[config.mk]
export PLATFORM = sky130hd
export DESIGN_NAME = seg7_capture
export DESIGN_NICKNAME = d
export VERILOG_FILES = /design/src/rtl/seg7_pkg.sv /design/src/rtl/seg7_pattern_decode.sv /design/src/rtl/seg7_capture.sv
export SDC_FILE = /design/constraint.sdc
export NUM_CORES = 1
export LEC_CHECK = 0
export ABC_CLOCK_PERIOD_IN_PS = 5800
export BUFFER_PORTS_ARGS = -buffer_cell sky130_fd_sc_hd__buf_2
export CELL_PAD_IN_SITES_DETAIL_PLACEMENT = 0
export CELL_PAD_IN_SITES_GLOBAL_PLACEMENT = 1
export CORE_MARGIN = 2
export CORE_UTILIZATION = 30
export CTS_CLUSTER_DIAMETER = 100
export DETAILED_ROUTE_END_ITERATION = 16
export HOLD_SLACK_MARGIN = 0.12
export PLACE_DENSITY_LB_ADDON = 0.3
export REMOVE_ABC_BUFFERS = 1
export SLEW_MARGIN = 0
export SYNTH_ARGS = -nofsm -noshare
export SYNTH_HDL_FRONTEND = slang
export SYNTH_SLANG_ARGS = --single-unit
[constraint.sdc]
create_clock -name clk -period 5.8 [get_ports clk]
set_input_delay 1.16 -clock clk [delete_from_list [all_inputs] [get_ports clk]]
set_output_delay 1.16 -clock clk [all_outputs]
set_load 0.01 [all_outputs]
[src/rtl/seg7_pkg.sv]
// Shared constants for the 7-segment readback slice: segment patterns (a at bit 6, g at bit 0),
// decoded codes and the capture FSM state encoding.
package seg7_pkg;

    localparam logic [6:0] SEG_0     = 7'b1111110;
    localparam logic [6:0] SEG_1     = 7'b0110000;
    localparam logic [6:0] SEG_2     = 7'b1101101;
    localparam logic [6:0] SEG_3     = 7'b1111001;
    localparam logic [6:0] SEG_E     = 7'b1001111;
    localparam logic [6:0] SEG_BLANK = 7'b0000000;

    localparam logic [2:0] CODE_E   = 3'b100;
    localparam logic [2:0] CODE_INV = 3'b111;

    typedef enum logic [1:0] {
        ST_IDLE   = 2'd0,
        ST_SETTLE = 2'd1,
        ST_LOCKED = 2'd2
    } state_e;

endpackage

[src/rtl/seg7_pattern_decode.sv]
// Combinational map from a sampled 7-segment pattern back to the display code.
// Blank is reported separately so the caller can skip the capture entirely.
module seg7_pattern_decode (
    input  logic [6:0] pattern,
    output logic [2:0] code,
    output logic       err,
    output logic       inv,
    output logic       blank
);
    import seg7_pkg::*;

    always_comb begin
        code  = CODE_INV;
        err   = 1'b0;
        inv   = 1'b0;
        blank = 1'b0;
        case (pattern)
            SEG_0:     code = 3'd0;
            SEG_1:     code = 3'd1;
            SEG_2:     code = 3'd2;
            SEG_3:     code = 3'd3;
            SEG_E: begin
                code = CODE_E;
                err  = 1'b1;
            end
            SEG_BLANK: begin
                code  = 3'd0;
                blank = 1'b1;
            end
            default:   inv = 1'b1;
        endcase
    end

endmodule

[src/rtl/seg7_capture.sv]
// Reads back a multiplexed 7-segment bus: debounces each digit's pattern and stores its decoded code.
// Define SEG7_CAP_ACTIVE_LOW_EN for common-anode boards (segments and digit_sel active-low).
module seg7_capture #(
    parameter int NUM_DIGITS    = 4,
    parameter int STABLE_CYCLES = 4
) (
    input  logic                                             clk,
    input  logic                                             rst_n,
    input  logic [6:0]                                       segments,
    input  logic [NUM_DIGITS-1:0]                            digit_sel,
    output logic [3*NUM_DIGITS-1:0]                          digit_val,
    output logic [NUM_DIGITS-1:0]                            digit_err,
    output logic [NUM_DIGITS-1:0]                            digit_inv,
    output logic                                             upd_valid,
    output logic [((NUM_DIGITS > 1) ? $clog2(NUM_DIGITS) : 1)-1:0] upd_idx,
    output logic [2:0]                                       upd_code
);
    import seg7_pkg::*;

    localparam int IDX_W = (NUM_DIGITS > 1) ? $clog2(NUM_DIGITS) : 1;
    localparam int CNT_W = $clog2(STABLE_CYCLES + 1);
    localparam logic [CNT_W-1:0] CNT_MAX = CNT_W'(STABLE_CYCLES);

    logic [6:0]            seg_in, seg_p0, seg_p1;
    logic [NUM_DIGITS-1:0] sel_in, sel_p0, sel_p1;
    state_e                state, state_nxt;
    logic [CNT_W-1:0]      cnt, cnt_nxt;
    logic                  capture, same, onehot;
    logic [IDX_W-1:0]      sel_idx;
    logic [2:0]            dec_code;
    logic                  dec_err, dec_inv, dec_blank;

    // Inversion sits ahead of the sample register so a reset sample of 0 always means "inactive".
`ifdef SEG7_CAP_ACTIVE_LOW_EN
    assign seg_in = ~segments;
    assign sel_in = ~digit_sel;
`else
    assign seg_in = segments;
    assign sel_in = digit_sel;
`endif

    // Stage p0: input sample; stage p1: previous sample for the stability compare
    always_ff @(posedge clk or negedge rst_n) begin
        if (!rst_n) begin
            seg_p0 <= '0;
            sel_p0 <= '0;
            seg_p1 <= '0;
            sel_p1 <= '0;
        end else begin
            seg_p0 <= seg_in;
            sel_p0 <= sel_in;
            seg_p1 <= seg_p0;
            sel_p1 <= sel_p0;
        end
    end

    seg7_pattern_decode u_decode (
        .pattern (seg_p0),
        .code    (dec_code),
        .err     (dec_err),
        .inv     (dec_inv),
        .blank   (dec_blank)
    );

    assign same   = (seg_p0 == seg_p1) && (sel_p0 == sel_p1);
    assign onehot = $onehot(sel_p0);

    always_comb begin
        sel_idx = '0;
        for (int i = 0; i < NUM_DIGITS; i++) begin
            if (sel_p0[i]) sel_idx = IDX_W'(i);
        end
    end

    always_comb begin
        state_nxt = state;
        cnt_nxt   = cnt;
        capture   = 1'b0;
        if (!onehot) begin
            state_nxt = ST_IDLE;
            cnt_nxt   = '0;
        end else begin
            case (state)
                ST_IDLE: begin
                    state_nxt = ST_SETTLE;
                    cnt_nxt   = CNT_W'(1);
                end
                ST_SETTLE: begin
                    if (!same) begin
                        cnt_nxt = CNT_W'(1);
                    end else begin
                        if (cnt != CNT_MAX) cnt_nxt = cnt + 1'b1;
                        if (cnt_nxt == CNT_MAX) begin
                            capture   = !dec_blank;
                            state_nxt = ST_LOCKED;
                        end
                    end
                end
                ST_LOCKED: begin
                    if (!same) begin
                        state_nxt = ST_SETTLE;
                        cnt_nxt   = CNT_W'(1);
                    end
                end
                default: begin
                    state_nxt = ST_IDLE;
                    cnt_nxt   = '0;
                end
            endcase
        end
    end

    // Stage p2: FSM state, digit register file and update pulse
    always_ff @(posedge clk or negedge rst_n) begin
        if (!rst_n) begin
            state     <= ST_IDLE;
            cnt       <= '0;
            digit_val <= '0;
            digit_err <= '0;
            digit_inv <= '0;
            upd_valid <= 1'b0;
            upd_idx   <= '0;
            upd_code  <= '0;
        end else begin
            state     <= state_nxt;
            cnt       <= cnt_nxt;
            upd_valid <= capture;
            if (capture) begin
                upd_idx  <= sel_idx;
                upd_code <= dec_code;
            end
            for (int i = 0; i < NUM_DIGITS; i++) begin
                if (capture && sel_p0[i]) begin
                    digit_val[3*i +: 3] <= dec_code;
                    digit_err[i]        <= dec_err;
                    digit_inv[i]        <= dec_inv;
                end
            end
        end
    end

endmodule

Word-level counts from Yosys, hierarchy flattened
Cells that the tools add are included.

Input port bits: 13. Register bits: 53. Logic and storage cells: 75.

Reduce and logical (&&, ||, !) cells: 11. Mux-type cells: 24. Equality and inequality tests: 15. Add/sub/neg operators: 4.

Operators with widths (count): $eq A7 B7 Y1 const B (4); $mux W3 (7); $pmux W3 S5 (1); $mux W2 (6); $ne A3 B3 Y1 const B (4); $pmux W3 S3 (1); $mux W1 (8); $eq A7 B6 Y1 const B (1); $eq A7 B7 Y1 (1); $logic_not A7 Y1 (1); $pmux W2 S3 (1); $reduce_or A6 Y1 (1); $logic_and A1 B1 Y1 (5); $add A1 B1 Y2 (2); $eq A4 B4 Y1 (1); $add A2 B2 Y3 (1); $add A3 B1 Y3 const B (1); $eq A3 B1 Y1 const B (1); $eq A3 B3 Y1 const B (1); $reduce_and A3 Y1 (1); $eq A2 B1 Y1 const B (1); $eq A2 B2 Y1 const B (1); $logic_not A2 Y1 (1); $reduce_or A2 Y1 (1); $logic_not A1 Y1 (1).

Depth between registers and ports, before layout
Word-level depth: 11. Depth in mapped cells: 10. Gate-level depth less buffers: 10.

By module
Synthesis repeated with hierarchy kept, for this count alone.

Cell total of the unflattened synthesis: 169. Area, all modules: 2309.7 um^2.

Modules (own cells, without submodules): seg7_capture (cells an instance 148, instances 1, sequential area each 1326.3 um^2, area each 2144.6 um^2); seg7_pattern_decode (cells an instance 21, instances 1, sequential area each 0.0 um^2, area each 165.2 um^2).

Least setup slack after synthesis
OpenSTA, ideal clock, no wires.

Path type: reg2reg. Start point: register sel_p0[0]. End point: register upd_code[0]. Arrival time: 2.710 ns. Library setup time: 0.125 ns. Period minus slack after synthesis: 2.835 ns. Cell stages (with the launch flop): 11. Path slack: 2.965 ns. Cell sequence: dfrtp_1 -> inv_1 -> fa_1 -> inv_1 -> ha_1 -> ha_1 -> nor2_1 -> nand2_1 -> nor4_4 -> nor2b_4 -> mux2_2.

Word-level cells in the longest chain between the ends: 5.

RTL lines: start: declaration (line seg7_capture.sv:25) `logic [NUM_DIGITS-1:0] sel_in, sel_p0, sel_p1;`; start signal: assignment (line seg7_capture.sv:51) `sel_p0 <= sel_in;`; parallel branches: the longest is 4 deep, another holds $add A2 B2 Y3; $mux W1 (*) (line seg7_capture.sv:79) `if (!onehot) begin`; end signal: assignment (line seg7_capture.sv:130) `upd_code <= dec_code;`; end: declaration (line seg7_capture.sv:16) `output logic [2:0] upd_code`.

Every way passes the cells marked *. A chain may end at the register's enable or synchronous reset.

Final worst setup path
Start point: register sel_p0[3]. End point: register digit_val[3].

Word-level cells in the longest chain between the ends: 6.

RTL lines: parallel branches: the longest is 4 deep, another holds $add A2 B2 Y3; $mux W1 (*) (line seg7_capture.sv:79); $logic_and A1 B1 Y1 (*) (line seg7_capture.sv:133) `if (capture && sel_p0[i]) begin`; end signal: indexed assignment (line seg7_capture.sv:134) `digit_val[3*i +: 3] <= dec_code;`; end: declaration (line seg7_capture.sv:11) `output logic [3*NUM_DIGITS-1:0] digit_val,`.

Marks and branches as above.

==> qor.txt <==
Final Non-Filler Cells = 320
Initial cell density of the core = 30.5%
Synth async-reset ratio = 100%
Adder-Cell Fraction of Synth Area = 3.02%
Num CTS Buffers = 5
Die width = 92.0 µm
Commonest non-fill, non-tap cell in the layout = dfrtp_1
Grt met2 use = 18.6%
Clock Skews = 11.1 ps
WS Path Type = reg -> reg
Unrepaired setup endpoints after global routing = no
Number of global-route vias before repair = 1487
Clock sinks = 53
Yosys top cell area share = 57.1%
GR Layer Usage met1 = 14.7%
IO Count = 39
Vias/cell = 4.55
Postcts setup bufs = 0
Post-Synth XOR/XNOR Area = 4.47%
Grt ovf = 0
Row count = 32
Clk buf depth = 2
Post-DP HPWL = 3250 µm
CTS tree = done
CP Capture Type = flip-flop
Fin crit period = 3120 ps
Netlist Area Pre-Place = 2320 µm²
Synth cell types = 43
Antenna violations before repair = 0
VDD IR-drop max = 0.154 mV
Slew headroom = 55.6%
DR DRC count = 0
Final nets = 235
Primary FF master, synth = dfrtp_1
Setup TNS Final = 0 ps
Routed len/inst = 13.8 µm
Hold Crit Class = reg -> reg
GR met3 Demand/Resource = 3.37%
Area fraction in compound gates after synthesis = 7.22%
Synthesis-to-layout area growth = 18.5%
Mapped Cells = 173
Final period util = 53.8%
FMAX = 320 MHz
Cts repair resizes = 0
PwrDens = 255 nW/µm²
Iter 0 DRT Violations = 49
CP max FO = 6
Most frequent cells in the layout = dfrtp_1, buf_2, mux2_2
Clock root buffer = clkbuf_8
Most used routing layer = met2
Seq cells post-synth = 53
Slew @ Worst Pin = 666 ps
Worst EP required = 5970 ps
Slew Viols, Final = 0
Area contributors post-synth = dfrtp_1, mux2_2, xnor2_1, mux2_1, ha_1
Count of final setup violators = 0
Total power = 0.701 mW
Post-route ant nets = 0
Total wire length = 4420 µm
Syn Area/Cell = 13.4 µm²
Final hold vios = 0
Synth warnings = 0
Type of origin of the critical path = flip-flop
Comb power frac = 7.7%
Post-synth EDFFs = 0
First-pass GRT wire length = 7580 µm
GRT Overall Usage = 11.3%
Pleak = 1.36 nW
Reg clk slew, reported paths = 90 ps
Chip Height = 92.0 µm
Cts hold-fix bufs = 0
Main combinational cell family by area after synthesis = simple AND/OR/NAND/NOR gates
Post-Synth Simple-Gate Area = 13.9%
Internal Power = 0.541 mW
Post-synthesis mux area share = 11.8%
Core area = 7610 µm²
Largest net degree at the start of global routing = 54
Clock network power share = 36.2%
Seq/Total Area, Yosys = 57.1%
Max-Cap Viols = 0
Worst skew pair latency = 300 ps
Vias = 1456
Dpl cells = 312
# H-tree levels = 2
DRT Pass-1 Iters = 4
Area leader, netlist = dfrtp_1
# diodes = 0
Switching fraction of total power = 22.8%
Worst Path Arrival = 3290 ps
GP Congestion = 0.784
Die area = 8460 µm²
NetSw = 0.160 mW
Port-buffer cells = 38
Fraction of layout cells with a size suffix above 1 = 34.4%
Status = complete, no violations
Sequential share of power = 56.2%
[worst max-delay path, stage by stage (launching register included)]
cell	delay, ps
dfrtp_1	470
inv_1	100
fa_1	480
inv_1	40
ha_1	170
ha_1	270
nor2_1	100
nand2_1	130
nor4_4	560
nand4_2	280
mux2_1	390
[power by group through the flow]
stage / clock (mW) / combinational [mW] / sequential, mW
after floorplan: 0 / 0.0342 / 0.398
after global placement: 0 / 0.0550 / 0.401
after detailed placement: 0 / 0.0551 / 0.401
after CTS: 0.265 / 0.0557 / 0.394
after global routing: 0.280 / 0.0613 / 0.396
final: 0.254 / 0.0536 / 0.394
[layer usage]
metal  wire length (µm)  vias up  part of all wire, %
li1                   -      707                    -
met1               2040      715                   46
met2               2110       30                   48
met3                231        4                  5.2
met4                 40        0                 0.91
met5                  0        -                    0
[cell families after synthesis]
logic type,count (synthesis)
buffers and inverters,13
muxes,24
and+or+nand+nor,47
DFF,53
AOI/OAI and AO/OA,20
adders and majority gates,5
xor gates and xnor gates,11
[path summary, 6_finish.rpt]
path                           endpoint  slack (ps)  depth (start not counted)       from
setup / recovery           digit_val[3]        2680                         10  sel_p0[3]
hold / removal                sel_p1[0]         470                          0  sel_p0[0]
setup reg to reg           digit_val[3]        2680                         10  sel_p0[3]
hold reg to reg               sel_p1[0]         470                          0  sel_p0[0]
max in group asynchronous     seg_p0[5]        4390                          2      rst_n
min in group asynchronous  digit_val[8]         970                          2      rst_n
[state kept, by name, summed over array words and instances (netlist names)]
register and flops:
digit_val 12, seg_p0 7, seg_p1 7, digit_err 4, digit_inv 4, sel_p0 4, sel_p1 4, cnt 3
upd_code 3, state 2, upd_idx 2, upd_valid 1
[area by class of cell]
type	count	area [µm²]
tap	102	128
clock inverter	1	30.0
clock buffer	7	86.3
timing repair buffer	40	205
multi-input combinational	107	937
fill	785	4860
inverter	10	37.5
sequential	53	1330
[per-stage QoR]
step	cell area, µm²	utilization [%]	hold slack (ps)	setup slack (ps)
floorplan	2300	-	427	2970
global placement	2630	34.6	437	2700
detailed placement	2630	34.6	449	2680
CTS	2750	36.2	470	2620
global route	2750	36.2	487	2470
finish	2750	36.2	470	2680
[Yosys cell counts (all sizes together), types with 2 or more instances]
library cell  count
o21ai             2
a21oi             7
a311oi            2
mux2             24
nand3             4
ha                4
o21a              2
buf               2
nand4             9
dfrtp            53
nand2             9
nor4              2
xnor2            11
nor2              8
inv              10
a31oi             2
nor3              2
nand3b            2
No activity file was read; power rests on OpenSTA's default activity.
